--- src/rtl/pool_inference_sequencer.sv ---
// Top-level sequencer for one classification pass and for canvas clears.
// It owns the canvas RAM port and hands it to drawing, display or pooling as needed.
//
//   state        | meaning
//   S_IDLE       | draw/display own the RAM port, waiting for a request
//   S_CLEAR      | writing zero to every canvas address
//   S_POOL_START | one-cycle start pulse to the pooling block
//   S_POOL_WAIT  | pooling block owns the RAM port, waiting for pool_done
//   S_NN_START   | one-cycle start pulse to the classifier
//   S_NN_WAIT    | waiting for nn_done, then latch the class
module pool_inference_sequencer #(
  parameter int CANVAS_SIDE    = 112,
  parameter int ADDR_WIDTH     = $clog2(CANVAS_SIDE**2),
  parameter int CLASS_WIDTH    = 4,
  parameter int TIMEOUT_CYCLES = 65535
) (
  input  logic                   clk,
  input  logic                   reset,
  input  logic                   en,
  input  logic                   classify_req,
  input  logic                   clear_req,
  input  logic                   draw_we,
  input  logic [ADDR_WIDTH-1:0]  draw_addr,
  input  logic [ADDR_WIDTH-1:0]  disp_addr,
  input  logic [ADDR_WIDTH-1:0]  pool_addr,
  input  logic                   pool_done,
  input  logic                   nn_done,
  input  logic [CLASS_WIDTH-1:0] nn_class,
  output logic [ADDR_WIDTH-1:0]  mem_addr,
  output logic                   mem_we,
  output logic                   mem_din,
  output logic                   disp_grant,
  output logic                   pool_start,
  output logic                   nn_start,
  output logic                   busy,
  output logic [CLASS_WIDTH-1:0] digit,
  output logic                   digit_valid,
  output logic                   error
);

  localparam int TW = $clog2(TIMEOUT_CYCLES + 1);
  localparam logic [ADDR_WIDTH-1:0] LAST_ADDR = ADDR_WIDTH'(CANVAS_SIDE * CANVAS_SIDE - 1);
  localparam logic [TW-1:0] TMO_LAST = TW'(TIMEOUT_CYCLES - 1);

  typedef enum logic [2:0] {
    S_IDLE, S_CLEAR, S_POOL_START, S_POOL_WAIT, S_NN_START, S_NN_WAIT
  } state_t;

  state_t state, state_nxt;
  logic [ADDR_WIDTH-1:0]  clr_cnt, clr_cnt_nxt;
  logic [TW-1:0]          tmo_cnt, tmo_cnt_nxt;
  logic [CLASS_WIDTH-1:0] digit_nxt;
  logic                   digit_valid_nxt, error_nxt;

  always_ff @(posedge clk) begin
    if (reset) begin
      state       <= S_IDLE;
      clr_cnt     <= '0;
      tmo_cnt     <= '0;
      digit       <= '0;
      digit_valid <= 1'b0;
      error       <= 1'b0;
    end else if (en) begin
      state       <= state_nxt;
      clr_cnt     <= clr_cnt_nxt;
      tmo_cnt     <= tmo_cnt_nxt;
      digit       <= digit_nxt;
      digit_valid <= digit_valid_nxt;
      error       <= error_nxt;
    end
  end

  always_comb begin
    state_nxt       = state;
    clr_cnt_nxt     = clr_cnt;
    tmo_cnt_nxt     = tmo_cnt;
    digit_nxt       = digit;
    digit_valid_nxt = digit_valid;
    error_nxt       = error;
    mem_addr        = draw_we ? draw_addr : disp_addr;
    mem_we          = draw_we;
    mem_din         = 1'b1;
    disp_grant      = ~draw_we;
    pool_start      = 1'b0;
    nn_start        = 1'b0;
    busy            = (state != S_IDLE);

    case (state)
      S_IDLE: begin
        if (clear_req) begin
          state_nxt       = S_CLEAR;
          clr_cnt_nxt     = '0;
          digit_valid_nxt = 1'b0;
          error_nxt       = 1'b0;
        end else if (classify_req) begin
          state_nxt       = S_POOL_START;
          digit_valid_nxt = 1'b0;
          error_nxt       = 1'b0;
        end
      end
      S_CLEAR: begin
        mem_addr   = clr_cnt;
        mem_we     = 1'b1;
        mem_din    = 1'b0;
        disp_grant = 1'b0;
        if (clr_cnt == LAST_ADDR) begin
          clr_cnt_nxt = '0;
          state_nxt   = S_IDLE;
        end else begin
          clr_cnt_nxt = clr_cnt + ADDR_WIDTH'(1);
        end
      end
      S_POOL_START: begin
        mem_addr    = pool_addr;
        mem_we      = 1'b0;
        disp_grant  = 1'b0;
        pool_start  = 1'b1;
        tmo_cnt_nxt = '0;
        state_nxt   = S_POOL_WAIT;
      end
      S_POOL_WAIT: begin
        mem_addr   = pool_addr;
        mem_we     = 1'b0;
        disp_grant = 1'b0;
        // done is checked before the timeout so a late done still counts
        if (pool_done) begin
          tmo_cnt_nxt = '0;
          state_nxt   = S_NN_START;
        end else if (tmo_cnt == TMO_LAST) begin
          tmo_cnt_nxt     = '0;
          error_nxt       = 1'b1;
          digit_valid_nxt = 1'b0;
          state_nxt       = S_IDLE;
        end else begin
          tmo_cnt_nxt = tmo_cnt + TW'(1);
        end
      end
      S_NN_START: begin
        nn_start    = 1'b1;
        tmo_cnt_nxt = '0;
        state_nxt   = S_NN_WAIT;
      end
      S_NN_WAIT: begin
        if (nn_done) begin
          tmo_cnt_nxt     = '0;
          digit_nxt       = nn_class;
          digit_valid_nxt = 1'b1;
          state_nxt       = S_IDLE;
        end else if (tmo_cnt == TMO_LAST) begin
          tmo_cnt_nxt     = '0;
          error_nxt       = 1'b1;
          digit_valid_nxt = 1'b0;
          state_nxt       = S_IDLE;
        end else begin
          tmo_cnt_nxt = tmo_cnt + TW'(1);
        end
      end
      default: state_nxt = S_IDLE;
    endcase

    // a held start pulse reappears once en returns because the state is held too
    if (!en) begin
      mem_we     = 1'b0;
      pool_start = 1'b0;
      nn_start   = 1'b0;
    end
    if (reset) mem_we = 1'b0;
  end

endmodule

--- config.mk ---
export PLATFORM = sky130hd
export DESIGN_NAME = pool_inference_sequencer
export DESIGN_NICKNAME = d
export VERILOG_FILES = /design/src/rtl/pool_inference_sequencer.sv
export SDC_FILE = /design/constraint.sdc
export NUM_CORES = 1
export LEC_CHECK = 0
export ABC_AREA = 0
export CAP_MARGIN = 20
export CORE_MARGIN = 10
export CORE_UTILIZATION = 39
export DETAILED_ROUTE_END_ITERATION = 10
export PLACE_DENSITY = 0.76
export SYNTH_ARGS = -nofsm -noshare
export SYNTH_HDL_FRONTEND = slang
export SYNTH_SLANG_ARGS = --single-unit
--- constraint.sdc ---
create_clock -name clk -period 2.6 [get_ports clk]
set_clock_uncertainty 0.1 [all_clocks]
set_input_delay 0.26 -clock clk [delete_from_list [all_inputs] [get_ports clk]]
set_output_delay 0.26 -clock clk [all_outputs]
set_load 0.02 [all_outputs]
---- Word level (Yosys, flattened, before mapping) ----
Index checks and enable logic that the tools add are counted.
storage, ports and cells
  flip-flop bits (word level) ............. 39
  output and inout bits ................... 26
  word-level logic and storage cells ...... 70
operators by class
  add/subtract/negate cells ............... 2
  equal/unequal tests ..................... 12
  mux-type cells .......................... 35
  bitwise operators ....................... 1
  reductions and logical operators ........ 14
operators with widths
  cell                                                  count
  one-hot mux 14 bit (2 select lines)                   2
  two-way mux 16 bit                                    3
  one-hot mux 16 bit (3 select lines)                   1
  two-way mux 14 bit                                    3
  two-way mux 3 bit                                     6
  one-hot mux 3 bit (6 select lines)                    1
  adder 16 x 1 -> 16 bit (second input constant)        1
  equality test 16 bit (second input constant)          1
  two-way mux 1 bit                                     16
  adder 14 x 1 -> 14 bit (second input constant)        1
  equality test 14 bit (second input constant)          1
  AND reduction 3 bit                                   3
  nonzero test 3 bit                                    3
  != test 2 bit (second input constant)                 4
  equality test 3 x 2 -> 1 bit (second input constant)  2
  equality test 3 bit (second input constant)           2
  one-hot mux 1 bit (3 select lines)                    2
  AND reduction 5 bit                                   1
  AND reduction 4 bit                                   1
  OR reduction 2 bit                                    2
  equality test 3 x 1 -> 1 bit (second input constant)  1
  zero test 3 bit                                       1
  != test 3 bit (second input constant)                 1
  OR reduction 3 bit                                    1
  4 further kinds                                       4

---- Longest topological paths before layout ----
  depth after elaboration ................. 5
  depth in mapped cells ................... 8

---- Worst setup path after synthesis ----
Ideal clock, no wire load.
  kind .................................... flip-flop to output port
  start ................................... register state[2]
  end ..................................... output mem_addr[0]
  data arrival time ....................... 1.995 ns
  required time ........................... 2.240 ns
  slack ................................... 0.245 ns
  stages on the path, launching flop included .. 9
  path through ............................ dfxtp_1 > clkbuf_1 > inv_1 > and3_1 > buf_2 > inv_1 > nand2b_1 > clkbuf_1 > o21ai_0
on the way
  longest elaborated chain between the ends .. 3
  elaborated cells between the ends (all ways) .. 5
  those cells by class .................... eq/ne (3); mux (1); reduce/logical (1)
ends and longest elaborated chain
  what                                     RTL line  RTL
  start, declared                          49        state_t state, state_nxt;
  start signal, assigned                   64        state <= state_nxt;
  equality test 3 x 2 -> 1 bit             88        case (state)
  OR reduction 2 bit (no source line)      n/a
  one-hot mux 14 bit (2 select lines) (*)  88
  end, declared                            29        output logic [ADDR_WIDTH-1:0] mem_addr,
Mark *: on every way between the ends. The rest lies on a longest branch, timed or not.

---- Final worst setup path ----
  start ................................... register state[1]
  end ..................................... output mem_addr[1]
Same word-level chain as after synthesis.

==> key figures <==
Outcome
  – Status: finished, final reports clean

Setup path
  – Critical Path Fanout Max: 14
  – CP Cell Sequence: inv_1 -> and3_1 -> inv_1 -> nand2b_2 -> o21ai_0 -> clkdlybuf4s50_1
  – Max incr delay on CP: 0.64 ns
  – Crit end category: output pin
  – WS Path Type: reg -> out
  – Worst path arrival time: 2.09 ns
  – Delay-heaviest family, CP: buffers and inverters
  – Register-to-Register Path Depth: 6
  – CP Depth: 6
  – Startpoint types: register
  – Buf/Inv on CP: 3
  – Most common cell on crit path: inv_1
  – WP data required: 2.24 ns
  – Slowest-stage cell, CP: clkdlybuf4s50_1

Final layout
  – Post-layout util: a little under three fifths
  – Most frequent cells in the layout: clkdlybuf4s50_1, dfxtp_1, o21ai_0, nand2_1, a22oi_1
  – Layout cell share with drive strength beyond 1: 7.79%
  – Commonest non-fill, non-tap cell in the layout: clkdlybuf4s50_1
  – # diodes: 0
  – Area growth, synth to finish: 38.2%
  – Post-Layout Cell Count: 475
  – Sequential standard cell area: 781 µm²
  – # fillers: about 590
  – Nets: roughly 460
  – Area occupied by multi-input gates: 0.00166 mm²
  – Fin area: 0.00356 mm²

GRT
  – Initial antenna violation count: 0
  – Vias in the first global route: 2597
  – First-pass GRT wire length: 12900 µm
  – Largest net degree at the start of global routing: 25
  – All-Layer GR Usage: ~15%
  – Gr ovfl total: 0

Pwr
  – Worst VDD drop: 0.000232 V
  – Leakage: 1.25 nW
  – P per Cell Area: 408 mW/mm²

CTS
  – TritonCTS sink count: 39
  – Cts repair resizes: 1
  – Setup bufs post-CTS: 0
  – Reg clk slew, reported paths: ~0.08 ns
  – Root Buffer: clkbuf_8
  – Number of H-tree levels: 2
  – Clk_lat worst skew: just under 0.3 ns
  – TritonCTS buffer count: 5
  – CTS tree: done
  – CTS max path bufs: 2
  – Post-CTS Hold Buffers: 0

Route
  – Via count: 2757
  – DR WL/cell: 17.0 µm
  – Wirelength, routed: 8090 µm
  – Vias/cell: 5.80
  – Initial DRC count: 176
  – Remaining antenna violation count: 0
  – Drt pass-1 iters: 4
  – DRC: 0

Placed design
  – DP HPWL: 6190 µm
  – Placed standard-cell area: around 0.0035 mm²
  – GPL Wtd Cong: 0.875
  – Port Buffers: 79
  – Inst Count DP: 467

STA
  – Setup tns final: 0 ns
  – Final Setup Violations: 0
  – Fin. Hold Viols: 0
  – Max Clock Freq: 408 MHz
  – Minimum clock period: 2.45 ns
  – RSZ-0062 raised after global routing: no
  – Final worst path period share: 94.3%
  – Worst slew pin tran: 0.588 ns
  – Slew Viols, Final: 0
  – Max transition margin: between 60% and 70%
  – Hold_ws: between 0.3 and 0.4 ns

Run
  – MaxCap Viol Count: 0

Floorplan
  – IO Pins: 80
  – Core Area: roughly 0.0064 mm²
  – Die Wd: between 100 and 150 µm
  – Die Area: 0.0103 mm²
  – Initial Util: 40.3%
  – # rows: 29
  – Die Ht: 101 µm

Yosys
  – Unique cell type count in the Yosys netlist: 51
  – Ys flop type: dfxtp_1
  – Post-synthesis sequential area ratio: between 30% and 40%
  – FFs w/ async S/R, synth: 0%
  – Post-synth EDFFs: 0
  – Flops & latches, synth: 39
  – Syn Area/Cell: between 7 and 8 µm²
  – Synth Instances: 323
  – Mapped Area: 0.00258 mm²
  – Ys Warns: 0
  – Post-Syn Nets: around 380

Hold path
  – Hold Path Class: reg -> reg
  – Hold Crit Depth: 2
==> area by class of cell <==
cell class / instances / area share [%]
inverters: 8 / 0.843
multi-input cells: 251 / 46.7
well taps: 77 / 2.71
clock buffers: 5 / 1.93
clock inverters: 3 / 0.562
repair buffers: 92 / 25.3
flip-flops and latches: 39 / 21.9
==> power by group <==
part	switching [mW]	total, mW	internal, mW
logic	0.216	0.431	0.214
registers	0.00516	0.607	0.602
clock network	0.230	0.416	0.187
==> cell families (layout without fill, tap and decap cells) <==
kind of cell,after synthesis,after routing,share of synthesized area (%)
flip-flops,39,39,30.3
AND/OR/NAND/NOR,125,125,28.2
AO/OA/AOI/OAI,89,89,22.3
buffers and inverters,33,108,5.25
adder cells (fa/ha/maj),4,4,1.94
multiplexers,16,16,6.22
XOR/XNOR,17,17,5.78
==> registers in the layout, summed over array words and instances (netlist names) <==
name,cells
tmo_cnt,16
clr_cnt,14
error,1
digit_valid,1
digit,4
state,3
==> worst min-delay path: stages (launching register included) <==
cell and delay, ns:
dfxtp_1 0.32, nand2_1 0.05, a21oi_1 0.05
==> cell usage after synthesis (9+ instances only) <==
cell,n,area [µm²]
a21oi_1,18,90.1
a22oi_1,20,150
clkbuf_1,19,71.3
dfxtp_1,39,781
mux2i_1,16,160
nand2_1,22,82.6
nand3_1,14,70.1
nand4_1,11,68.8
nor2_1,9,33.8
nor3_1,15,75.1
o21ai_0,24,120
xnor2_1,13,114
==> per-stage QoR <==
| stage | power (mW) | setup slack, ns |
|---|---|---|
| after floorplan | 0.835 | 0.245 |
| after global placement | 1.05 | 0.341 |
| after detailed placement | 1.06 | 0.246 |
| after CTS | 1.46 | 0.00204 |
| after global routing | 1.51 | 0.00780 |
| final | 1.45 | 0.149 |
==> routing by layer <==
layer  vias to the layer above  routed length, µm  global-route usage (%)
li1                       1373                  -                       -
met1                      1299               3470                    18.3
met2                        76               4170                    26.5
met3                         9                358                    2.65
met4                         0                 83                    3.64
met5                         -                  0                       0
==> path summary, 6_finish.rpt <==
kind | end | slack (ns) | startpoint
worst max register to register | tmo_cnt[14]$_SDFFE_PP0P_ | 0.30 | tmo_cnt[0]$_SDFFE_PP0P_
worst max-delay path | mem_addr[1] | 0.15 | state[1]$_SDFFE_PP0P_
worst min register to register | digit[1]$_SDFFE_PP0P_ | 0.36 | digit[1]$_SDFFE_PP0P_
worst min-delay path | digit[1]$_SDFFE_PP0P_ | 0.36 | digit[1]$_SDFFE_PP0P_
(Power assumes the default switching activity.)
